==> src/rtl/pixel_window_shifter.sv <==
// Sliding 8-tap pixel window generator: pairs consecutive input words (prev|cur)
// and presents the eight windows starting at pixel offsets 0..7 of that pair.
module pixel_window_shifter #(
   parameter int PIX_W = 8
) (
   input  logic               clk,
   input  logic               reset,
   input  logic               flush,
   input  logic [8*PIX_W-1:0] in_pixels,
   input  logic               in_valid,
   output logic               in_ready,
   output logic [8*PIX_W-1:0] out_window,
   output logic [2:0]         out_idx,
   output logic               out_valid,
   input  logic               out_ready,
   output logic [7:0]         word_cnt
);

   localparam int WORD_W = 8 * PIX_W;

   typedef enum logic [1:0] {
      PRIME = 2'd0,
      FILL  = 2'd1,
      EMIT  = 2'd2
   } state_t;

   state_t              state_q, state_d;
   logic [WORD_W-1:0]   prev_q, prev_d;
   logic [WORD_W-1:0]   cur_q, cur_d;
   logic [2:0]          idx_q, idx_d;
   logic [7:0]          cnt_q;
   logic [2*WORD_W-1:0] concat;
   logic                in_xfer;
   logic                out_xfer;
   logic                last_window;

   assign last_window = (idx_q == 3'd7);

   // EMIT only takes a new word while the last window of the pair leaves, so
   // back-to-back words stream without a bubble.
   assign out_valid = (state_q == EMIT);
   assign in_ready  = !flush && ((state_q != EMIT) || (last_window && out_ready));
   assign in_xfer   = in_valid && in_ready;
   assign out_xfer  = out_valid && out_ready && !flush;

   // Concat pixel c is prev pixel c for c<8 and cur pixel c-8 otherwise.
   assign concat     = {cur_q, prev_q};
   assign out_window = WORD_W'(concat >> (int'(idx_q) * PIX_W));
   assign out_idx    = idx_q;
   assign word_cnt   = cnt_q;

   always_comb begin
      // NOTE: every variable gets its hold value first so no path leaves it
      // unassigned; otherwise synthesis would infer latches.
      state_d = state_q;
      prev_d  = prev_q;
      cur_d   = cur_q;
      idx_d   = idx_q;

      unique case (state_q)
         PRIME: begin
            if (in_xfer) begin
               cur_d   = in_pixels;
               state_d = FILL;
            end
         end
         FILL: begin
            if (in_xfer) begin
               prev_d  = cur_q;
               cur_d   = in_pixels;
               idx_d   = 3'd0;
               state_d = EMIT;
            end
         end
         EMIT: begin
            if (out_xfer) begin
               if (!last_window) begin
                  idx_d = idx_q + 3'd1;
               end else begin
                  prev_d = cur_q;
                  idx_d  = 3'd0;
                  if (in_xfer) begin
                     cur_d = in_pixels;
                  end else begin
                     state_d = FILL;
                  end
               end
            end
         end
         default: begin
            state_d = PRIME;
            prev_d  = '0;
            cur_d   = '0;
            idx_d   = 3'd0;
         end
      endcase

      // Flush discards everything buffered and overrides any transfer decision.
      if (flush) begin
         state_d = PRIME;
         prev_d  = '0;
         cur_d   = '0;
         idx_d   = 3'd0;
      end
   end

   always_ff @(posedge clk) begin
      // NOTE: state registers use non-blocking assignment so every flop
      // samples pre-edge values regardless of statement order.
      if (reset) begin
         state_q <= PRIME;
         prev_q  <= '0;
         cur_q   <= '0;
         idx_q   <= 3'd0;
         cnt_q   <= 8'd0;
      end else begin
         state_q <= state_d;
         prev_q  <= prev_d;
         cur_q   <= cur_d;
         idx_q   <= idx_d;
         if (in_xfer) begin
            cnt_q <= cnt_q + 8'd1;
         end
      end
   end

   // A stalled window must not move until the consumer takes it.
   a_stall_hold : assert property (@(posedge clk) disable iff (reset)
      (out_valid && !out_ready && !flush) |=>
         (out_valid && $stable(out_window) && $stable(out_idx)));

   a_flush_blocks_input : assert property (@(posedge clk) disable iff (reset)
      flush |-> !in_ready);

endmodule

==> config.mk <==
export PLATFORM = sky130hd
export DESIGN_NAME = pixel_window_shifter
export DESIGN_NICKNAME = d
export VERILOG_FILES = /design/src/rtl/pixel_window_shifter.sv
export SDC_FILE = /design/constraint.sdc
export NUM_CORES = 1
export LEC_CHECK = 0
export ABC_CLOCK_PERIOD_IN_PS = 5100
export BUFFER_PORTS_ARGS = -buffer_cell sky130_fd_sc_hd__buf_2
export CAP_MARGIN = 20
export CORE_ASPECT_RATIO = 1.5
export CORE_MARGIN = 5
export CORE_UTILIZATION = 60
export CTS_CLUSTER_SIZE = 16
export DETAILED_ROUTE_END_ITERATION = 7
export GPL_ROUTABILITY_DRIVEN = 0
export PLACE_DENSITY_LB_ADDON = 0.1
export REMOVE_ABC_BUFFERS = 1
export SLEW_MARGIN = 20
export SYNTH_ARGS = -nofsm -noshare
export SYNTH_HDL_FRONTEND = slang
export SYNTH_SLANG_ARGS = --single-unit
==> constraint.sdc <==
create_clock -name clk -period 5.1 [get_ports clk]
set_input_delay 0.255 -clock clk [delete_from_list [all_inputs] [get_ports clk]]
set_output_delay 0.255 -clock clk [all_outputs]
set_load 0.05 [all_outputs]
==> run metrics, run 1 <==
CTS sink cnt=141; routed wire length=about 21,000 µm; cell row count=53; ANT cells=0; CP top delay family=buffers and inverters; Final Util=between 60% and 70%; vias in the first global route=roughly 7,400; WL met3=1080 µm; Most Frequent Cell on Critical Path=buf_4; DIE AREA=16,700 µm²; hold_ws=0.106 ns; clock latency at the later pin of the worst-skew pair=0.41 ns; CP required=4.85 ns; Post-CTS Hold Buffers=0; Clock Tree Buf Depth=2; overall global routing resource usage=25.5%; DIE HEIGHT=156 µm; leak pwr=between 3 and 4 nW; htree depth=4; met2 routed WL=about 11,000 µm; Setup crit start kind=flip-flop; switch share=22.7%; clock network fraction of design power=48.0%; Syn Inst Count=1,073; CTS tree=done; Post-synth ARST share=0%; Mapped Area=8490 µm²; Iter 0 DRT Violations=489; Critical Path AT=3.40 ns; layout cell share with drive strength beyond 1=between 20% and 30%; outcome=complete, no violations; post-route non-filler standard cell count=1,327; Clock Pin Slew Worst Setup and Hold Paths=0.06 ns; Pre-Repair DR Iteration Count=5; worst-path cell with the longest stage delay=dfxtp_4; RSZ-0062 raised after global routing=false; die width=107 µm; critical path capture point type=output port; CTS buffer count=17; Post-CTS Setup Bufs=0; IO Port Bufs=145; post_cts resized=0; Net Switching=0.000558 W; # IOs=146; combinational power share=6.2%; Via Count=7,762; root buf cell=clkbuf_16; pin slew with the least headroom to its limit=1.04 ns; Fillers=1,211; initial antenna violation count=0; Top Layer Used=met4; Max Fclk=274 MHz; Starting Density=60.9%; area of placed instances=~9000 µm²; cell area after layout=9670 µm²; Final Cycle Share=a little under three quarters; max cap viols=0; Avg Inst Size Synth=7.91 µm²; final setup violation count=0; Routed WL per cell=roughly 16 µm; power per cell area=roughly 250 nW/µm²; Core ar.=around 14,000 µm²; M1 WL=9120 µm; final routed DRC violation total=0; critical path class=flip-flop to output port; largest net degree at the start of global routing=115; Final Hold Viols=0; worst hold-check path type=input port to flip-flop; Cells after DPL=~1,300; hpwl dp=13,600 µm; first-pass GRT wire length=about 35,000 µm; Post-synth top flop=dfxtp_1; P_int=approximately 0.0019 W; Final Skew=0.00665 ns; crit path buf inv count=3; Nets=1,227; grt ovf=0; Crit Path Max Fanout=between 40 and 50; DRT antenna net count=0; fin crit period=between 3 and 4 ns; EDFF count, synth=0; Flop pwr share=between 40% and 50%; Max-slew headroom=30.4%; area grow syn2layout=14.0%; Synth Register Bits=141; Peak VDD IR=0.184 mV; Yosys Warn Count=0; Tot Pwr=0.00246 W; CP cell instances=buf_4, buf_4, mux2_2, o21ai_0, a21oi_1, buf_2; via density per instance=roughly 5.8; Synth cell types=39; slowest stage delay, CP=0.70 ns; sequential share of the synthesized area=33.3%; Max Slew Vio Count=0
==> layout by cell type, fill, tap and decap left out, types with 5 or more instances in the layout <==
master	instances
a21oi_1	172
buf_4	12
dfxtp_1	138
clkbuf_16	17
o21ai_0	65
nand3_1	69
xnor2_1	6
nand2b_1	13
mux2i_1	110
mux2_2	49
mux4_2	5
clkinv_2	5
nand3b_1	64
nand2_1	198
nor2b_1	10
ha_1	5
nor2_1	39
buf_2	145
==> stage by stage <==
step / setup WS (ns) / TNS (ns)
finish: 1.45 / 0
global route: 1.24 / 0
CTS: 1.43 / 0
detailed placement: 1.88 / 0
global placement: 1.93 / 0
floorplan: -1.34 / -212.99
==> worst register-to-register path: cells and delay by family (launching register included) <==
kind,cells,cell delay (ns)
AND/OR/NAND/NOR,2,0.40
AO/OA/AOI/OAI,2,0.49
flip-flops,1,0.70
adder cells (fa/ha/maj),2,0.51
buffers and inverters,1,0.60
==> power by group through the flow <==
stage          clock network (W)  registers (W)   logic, W
3_3_place_gp                   0        0.00115   0.000148
3_5_place_dp                   0        0.00115   0.000151
5_1_grt                  0.00124        0.00113   0.000168
2_1_floorplan                  0        0.00115  0.0000807
6_report                 0.00118        0.00113   0.000152
4_1_cts                  0.00120        0.00113   0.000152
==> synth_stat cells, types with 2 or more instances <==
cell        n  area [µm²]
nand2_1   198         743
buf_6       6        67.6
dfxtp_1   141        2820
nand2b_1   13        81.3
ha_1        7        87.6
xnor2_1     6        52.6
nor3_1      2        10.0
clkbuf_1   44         165
nor3b_1     2        15.0
nand3b_1   64         480
inv_1       2        7.51
buf_4       4        30.0
nor4_1      2        12.5
mux2_2     49         552
buf_1      11        41.3
nor2b_1    10        62.6
mux4_2      5         113
o21ai_0    65         325
a21oi_1   172         861
nand3_1    69         345
nor2_1     39         146
buf_2      34         170
mux2i_1   110        1100
o21a_1      3        22.5
==> layout make-up <==
cell class                      instances  area, µm²  share of cell area [%]
Inverter                                2       7.51                  0.0776
Multi-Input combinational cell        831       5220                    54.0
Timing Repair Buffer                  158        843                    8.72
Sequential cell                       141       2830                    29.3
Clock buffer                           22        464                    4.80
Clock inverter                          8       92.6                   0.957
Tap cell                              165        206                    2.13
==> cells by family (layout without fill, tap and decap cells) <==
group                      Yosys count  after routing  synth area share [%]
buffers and inverters              101            190                  5.68
muxes                              164            164                  20.8
DFF                                141            141                  33.3
xor gates and xnor gates             6              6                 0.619
AOI/OAI and AO/OA                  246            246                  15.3
and+or+nand+nor                    408            408                  23.3
adders and majority gates            7              7                  1.03
==> worst paths after layout <==
check | startpoint | to | slack [ns] | depth (start not counted)
setup reg to reg | out_idx[1]$_SDFFE_PP0P_ | prev_q[10]$_SDFFE_PP0P_ | 2.33 | 7
hold reg to reg | prev_q[3]$_SDFFE_PP0P_ | prev_q[3]$_SDFFE_PP0P_ | 0.45 | 2
setup / recovery | out_idx[1]$_SDFFE_PP0P_ | out_window[22] | 1.45 | 6
hold / removal | in_pixels[17] | cur_q[17]$_SDFFE_PP0P_ | 0.11 | 3
==> flip-flops by register name (all words and copies together) (netlist names) <==
signal    cells
state_q       2
cur_q        64
word_cnt      8
prev_q       64
out_idx       3
==> routing by layer <==
metal | up-vias | track usage (%)
li1 | 3900 | -
met1 | 3637 | 31.4
met2 | 189 | 43.7
met3 | 36 | 5.13
met4 | 0 | 9.57
met5 | - | 0
Note: power is estimated with default switching activity, not from simulation.
==> run 2: changes to the inputs <==
- ABC_CLOCK_PERIOD_IN_PS: 5100 -> 3500
- CORE_UTILIZATION: 60 -> 57
- clock period: 5.1 -> 3.5 ns (I/O delays scaled with it)
==> run 2 against run 1 <==
  * Combinational power is 47% higher
  * Count of clock-buffer cells in the layout down 2
  * Core utilization decreased by 2.0 points
  * Global-route usage shrank 0.44 points
  * Largest cell class unchanged
  * Largest power group unchanged
==> run metrics, run 2 (synthesized netlist as in run 1, its figures left out) <==
DRT antenna net count=0; Clock Tree Buf Depth=2; root buf cell=clkbuf_16; CTS sink cnt=141; most frequent cells in the layout=nand2_1 (198), a21oi_1 (172), buf_2 (145), dfxtp_1 (138), mux2i_1 (110); Pre-Repair DR Iteration Count=5; Core ar.=14,600 µm²; Max-slew headroom=29.7%; Setup crit start kind=flip-flop; hpwl dp=approximately 14,000 µm; # IOs=146; grt ovf=0; first-pass GRT wire length=35,700 µm; max cap viols=0; crit path buf inv count=2; CP top delay family=buffers and inverters; slowest stage delay, CP=0.53 ns; fin crit period=2.64 ns; overall global routing resource usage=25.0%; final routed DRC violation total=0; critical path capture point type=output port; leak pwr=3.42 nW; cell area after layout=approximately 10000 µm²; area of placed instances=just over 9000 µm²; outcome=complete, no violations; initial antenna violation count=0; critical path class=flip-flop to output port; ANT cells=0; DIE HEIGHT=159 µm; Starting Density=58.1%; Peak VDD IR=approximately 0.3 mV; commonest non-fill, non-tap cell in the layout=nand2_1; IO Port Bufs=145; die width=110 µm; final setup violation count=0; CTS tree=done; worst hold-check path type=input port to flip-flop; DIE AREA=about 17,000 µm²; Final Skew=0.00583 ns; largest net degree at the start of global routing=158; Iter 0 DRT Violations=387; via density per instance=5.71; Critical Path AT=approximately 2.5 ns; area grow syn2layout=16.0%; CP required=~3.3 ns; htree depth=4; Final Cycle Share=75.4%; worst-path cell with the longest stage delay=buf_12; cell row count=between 50 and 60; Post-CTS Setup Bufs=0; Post-CTS Hold Buffers=0; Routed WL per cell=~16 µm; Final Hold Viols=0; Via Count=7,756; RSZ-0062 raised after global routing=false; Nets=around 1,200; routed wire length=21,800 µm; post_cts resized=0; CP cell instances=buf_12, mux2_2, nand2_1, o21ai_0, mux2_2, buf_2; Most Frequent Cell on Critical Path=mux2_2; clock latency at the later pin of the worst-skew pair=0.42 ns; Max Fclk=around 380 MHz; power per cell area=395 nW/µm²; layout cell share with drive strength beyond 1=22.1%; vias in the first global route=7,420; Crit Path Max Fanout=112; pin slew with the least headroom to its limit=roughly 1.1 ns; Clock Pin Slew Worst Setup and Hold Paths=around 0.060 ns; CTS buffer count=17; Max Slew Vio Count=0; TNS Setup=0 ns
run 2: power by group:
| group | leakage [nW] | internal, W | total (W) | switching (W) |
|---|---|---|---|---|
| combinational | 1.96 | 0.0000776 | 0.000224 | 0.000147 |
| sequential | 1.14 | 0.00162 | 0.00164 | 0.0000201 |
| clock | 0.322 | 0.00131 | 0.00202 | 0.000710 |
run 2: cell type report:
cell class                 count  area, µm²
clock buffer                  20        457
clock inverter                12        206
fill                        1378       4750
inverter                       2       7.51
multi-input combinational    831       5210
sequential                   141       2830
tap                          196        245
timing repair buffer         157        878
run 2: path summary, 6_finish.rpt:
kind         slack [ns]                     from                endpoint  depth (start not counted)
max reg2reg        1.20  state_q[0]$_SDFFE_PP0P_  cur_q[21]$_SDFFE_PP0P_                          6
min reg2reg        0.45   prev_q[4]$_SDFFE_PP0P_  prev_q[4]$_SDFFE_PP0P_                          2
max                0.86  out_idx[1]$_SDFFE_PP0P_          out_window[35]                          6
min                0.02            in_pixels[17]  cur_q[17]$_SDFFE_PP0P_                          3
run 2: worst register-to-register path: stages (launching register included):
cell	delay [ns]
dfxtp_1	0.34
inv_1	0.09
ha_1	0.59
o2bb2ai_4	0.54
buf_4	0.41
nand2_1	0.11
a21oi_1	0.15
run 2: routing by layer:
metal  GRT usage [%]  vias up  routed length [µm]
li1                -     3899                   -
met1            29.8     3645                8930
met2            44.1      177               11300
met3            4.75       35                1080
met4            8.85        0                 441
met5               0        -                   0
run 2: per-stage QoR:
stage                     util (%)  worst slack (ns)  total power [W]  hold slack, ns  instances
final                         67.4             0.861          0.00389          0.0180       1359
after CTS                     67.4             0.866          0.00391         0.00430       1359
after global placement        62.9              1.26          0.00190           0.438       1327
after global routing          67.4             0.767          0.00400          0.0153       1359
after floorplan                  -             -2.94          0.00179           0.244        974
after detailed placement      62.9              1.21          0.00190           0.443       1327
==> run 3: changes to the inputs <==
- ABC_CLOCK_PERIOD_IN_PS: 3500 -> 2550
- clock period: 3.5 -> 2.55 ns (I/O delays scaled with it)
==> run 3 against run 2 <==
  * Total power is 32% higher
  * Register-to-register slack got worse by 0.80 ns
  * Count of clock-buffer cells in the layout grew 3
  * Sequential share of layout area down 1.6 points
  * Combinational power rose by 68%
  * Cell count rose by 4.6%
  * Flip-flop and latch count unchanged
  * Via count is 3.1% higher
  * First-iteration DRC count rose by 20%
  * Setup slack worse by 0.66 ns
  * Largest power group unchanged
==> run metrics, run 3 (synthesized netlist as in run 1, its figures left out) <==
via density per instance=5.62; Crit Path Max Fanout=61; commonest non-fill, non-tap cell in the layout=nand2_1; Max-slew headroom=49.8%; Most Frequent Cell on Critical Path=mux2_2; critical path class=flip-flop to output port; pin slew with the least headroom to its limit=about 0.75 ns; CTS sink cnt=between 100 and 150; worst slack at placement=0.447 ns; final setup violation count=0; worst setup path end=out_window[33]; cell area after layout=10,400 µm²; root buf cell=clkbuf_16; worst-path cell with the longest stage delay=mux2_2; grt ovf=0; ANT cells=0; Routed WL per cell=15.6 µm; area grow syn2layout=22.7%; DRT antenna net count=0; initial antenna violation count=0; Iter 0 DRT Violations=466; DIE HEIGHT=around 160 µm; Max Fclk=425 MHz; Final Skew=0.0102 ns; routed wire length=~22,000 µm; post-route non-filler standard cell count=between 1,000 and 1,500; outcome=complete, no violations; CP required=2.42 ns; worst setup path start=out_idx[1]$_SDFFE_PP0P_; Clock Pin Slew Worst Setup and Hold Paths=0.06 ns; clock latency at the later pin of the worst-skew pair=0.42 ns; Via Count=7,993; largest net degree at the start of global routing=115; Peak VDD IR=0.406 mV; Core ar.=~15,000 µm²; Nets=1,289; CTS tree=done; Setup crit start kind=flip-flop; CP top delay family=multiplexers; hpwl dp=~14,000 µm; CP cell instances=buf_12, mux2_2, nand2_1, o21ai_0, mux2_2, buf_2; Tot Pwr=0.00512 W; RSZ-0062 raised after global routing=false; slowest stage delay, CP=0.41 ns; vias in the first global route=7,723; most frequent cells in the layout=nand2_1 (198), a21oi_1 (172), buf_2 (145), dfxtp_1 (138), mux2i_1 (110); area of placed instances=9240 µm²; Max Slew Vio Count=0; flop-to-flop setup slack=0.40 ns; fin crit period=2.35 ns; Cells after DPL=1,333; # IOs=approximately 150; Final Cycle Share=92.2%; Critical Path AT=2.22 ns; first-pass GRT wire length=36,800 µm; fin worst setup slack=approximately 0.2 ns; final routed DRC violation total=0; Register-to-Register Path Depth=6; power per cell area=492 nW/µm²; htree depth=4; Final Hold Viols=0; worst reg2reg path startpoint=state_q[0]$_SDFFE_PP0P_; Starting Density=58.1%; max cap viols=0; DIE AREA=roughly 17,000 µm²; worst hold-check path type=input port to flip-flop; IO Port Bufs=approximately 150; leak pwr=3.66 nW; CTS buffer count=17; Pre-Repair DR Iteration Count=5; die width=about 110 µm; layout cell share with drive strength beyond 1=21.3%; critical path capture point type=output port; overall global routing resource usage=about a quarter; Post-CTS Setup Bufs=0; cell row count=54; crit path buf inv count=2; Critical R2R Capture=word_cnt[7]$_SDFFE_PP0P_; Clock Tree Buf Depth=2; WP depth=6
==> run 3: through the flow <==
step	setup TNS [ns]	utilization (%)	hold slack [ns]
finish	0	71.3	0.00750
global route	0	71.3	0.00480
CTS	0	71.2	0.00292
detailed placement	0	63.3	0.403
global placement	0	63.3	0.402
floorplan	-732.30	-	0.197
==> run 3: metal layers <==
metal	global-route usage (%)	vias up	part of all wire [%]
met3	4.54	44	4.4
li1	-	4028	-
met5	0	-	0
met2	44.0	181	51
met4	8.22	0	2.4
met1	31.8	3740	42
==> run 3: tightest hold or removal path: stages <==
cell and delay (ns):
buf_2 0.10, nand3b_1 0.08, a21oi_1 0.07
==> run 3: timing repair <==
item                                    4_1_cts  5_1_grt
endpoints found under the setup margin        0        2
hold endpoints to repair                     56        1
resized for setup                             0        1
hold buffers                                 56        1
==> run 3: area by class of cell <==
cell class / instances / area (µm²)
well taps: 196 / 245
flip-flops and latches: 141 / 2830
repair buffers: 220 / 1510
clock inverters: 9 / 109
fillers: 1230 / 4190
multi-input cells: 831 / 5210
inverters: 2 / 7.51
clock buffers: 23 / 489
==> run 3: where the power goes <==
group          switching [W]  total, W  internal, W
clock network       0.000940   0.00249      0.00155
logic               0.000212  0.000377     0.000164
registers          0.0000274   0.00225      0.00223
==> run 3: how the worst min path moves through the flow <==
| stage | cells after the start | to | startpoint |
|---|---|---|---|
| 2_1_floorplan | 1 | word_cnt[1]$_SDFFE_PP0P_ | reset |
| 3_3_place_gp | 3 | cur_q[4]$_SDFFE_PP0P_ | in_pixels[4] |
| 3_5_place_dp | 3 | cur_q[31]$_SDFFE_PP0P_ | in_pixels[31] |
| 4_1_cts | 3 | cur_q[61]$_SDFFE_PP0P_ | in_pixels[61] |
| 5_1_grt | 3 | cur_q[61]$_SDFFE_PP0P_ | in_pixels[61] |
| 6_report | 3 | cur_q[47]$_SDFFE_PP0P_ | in_pixels[47] |
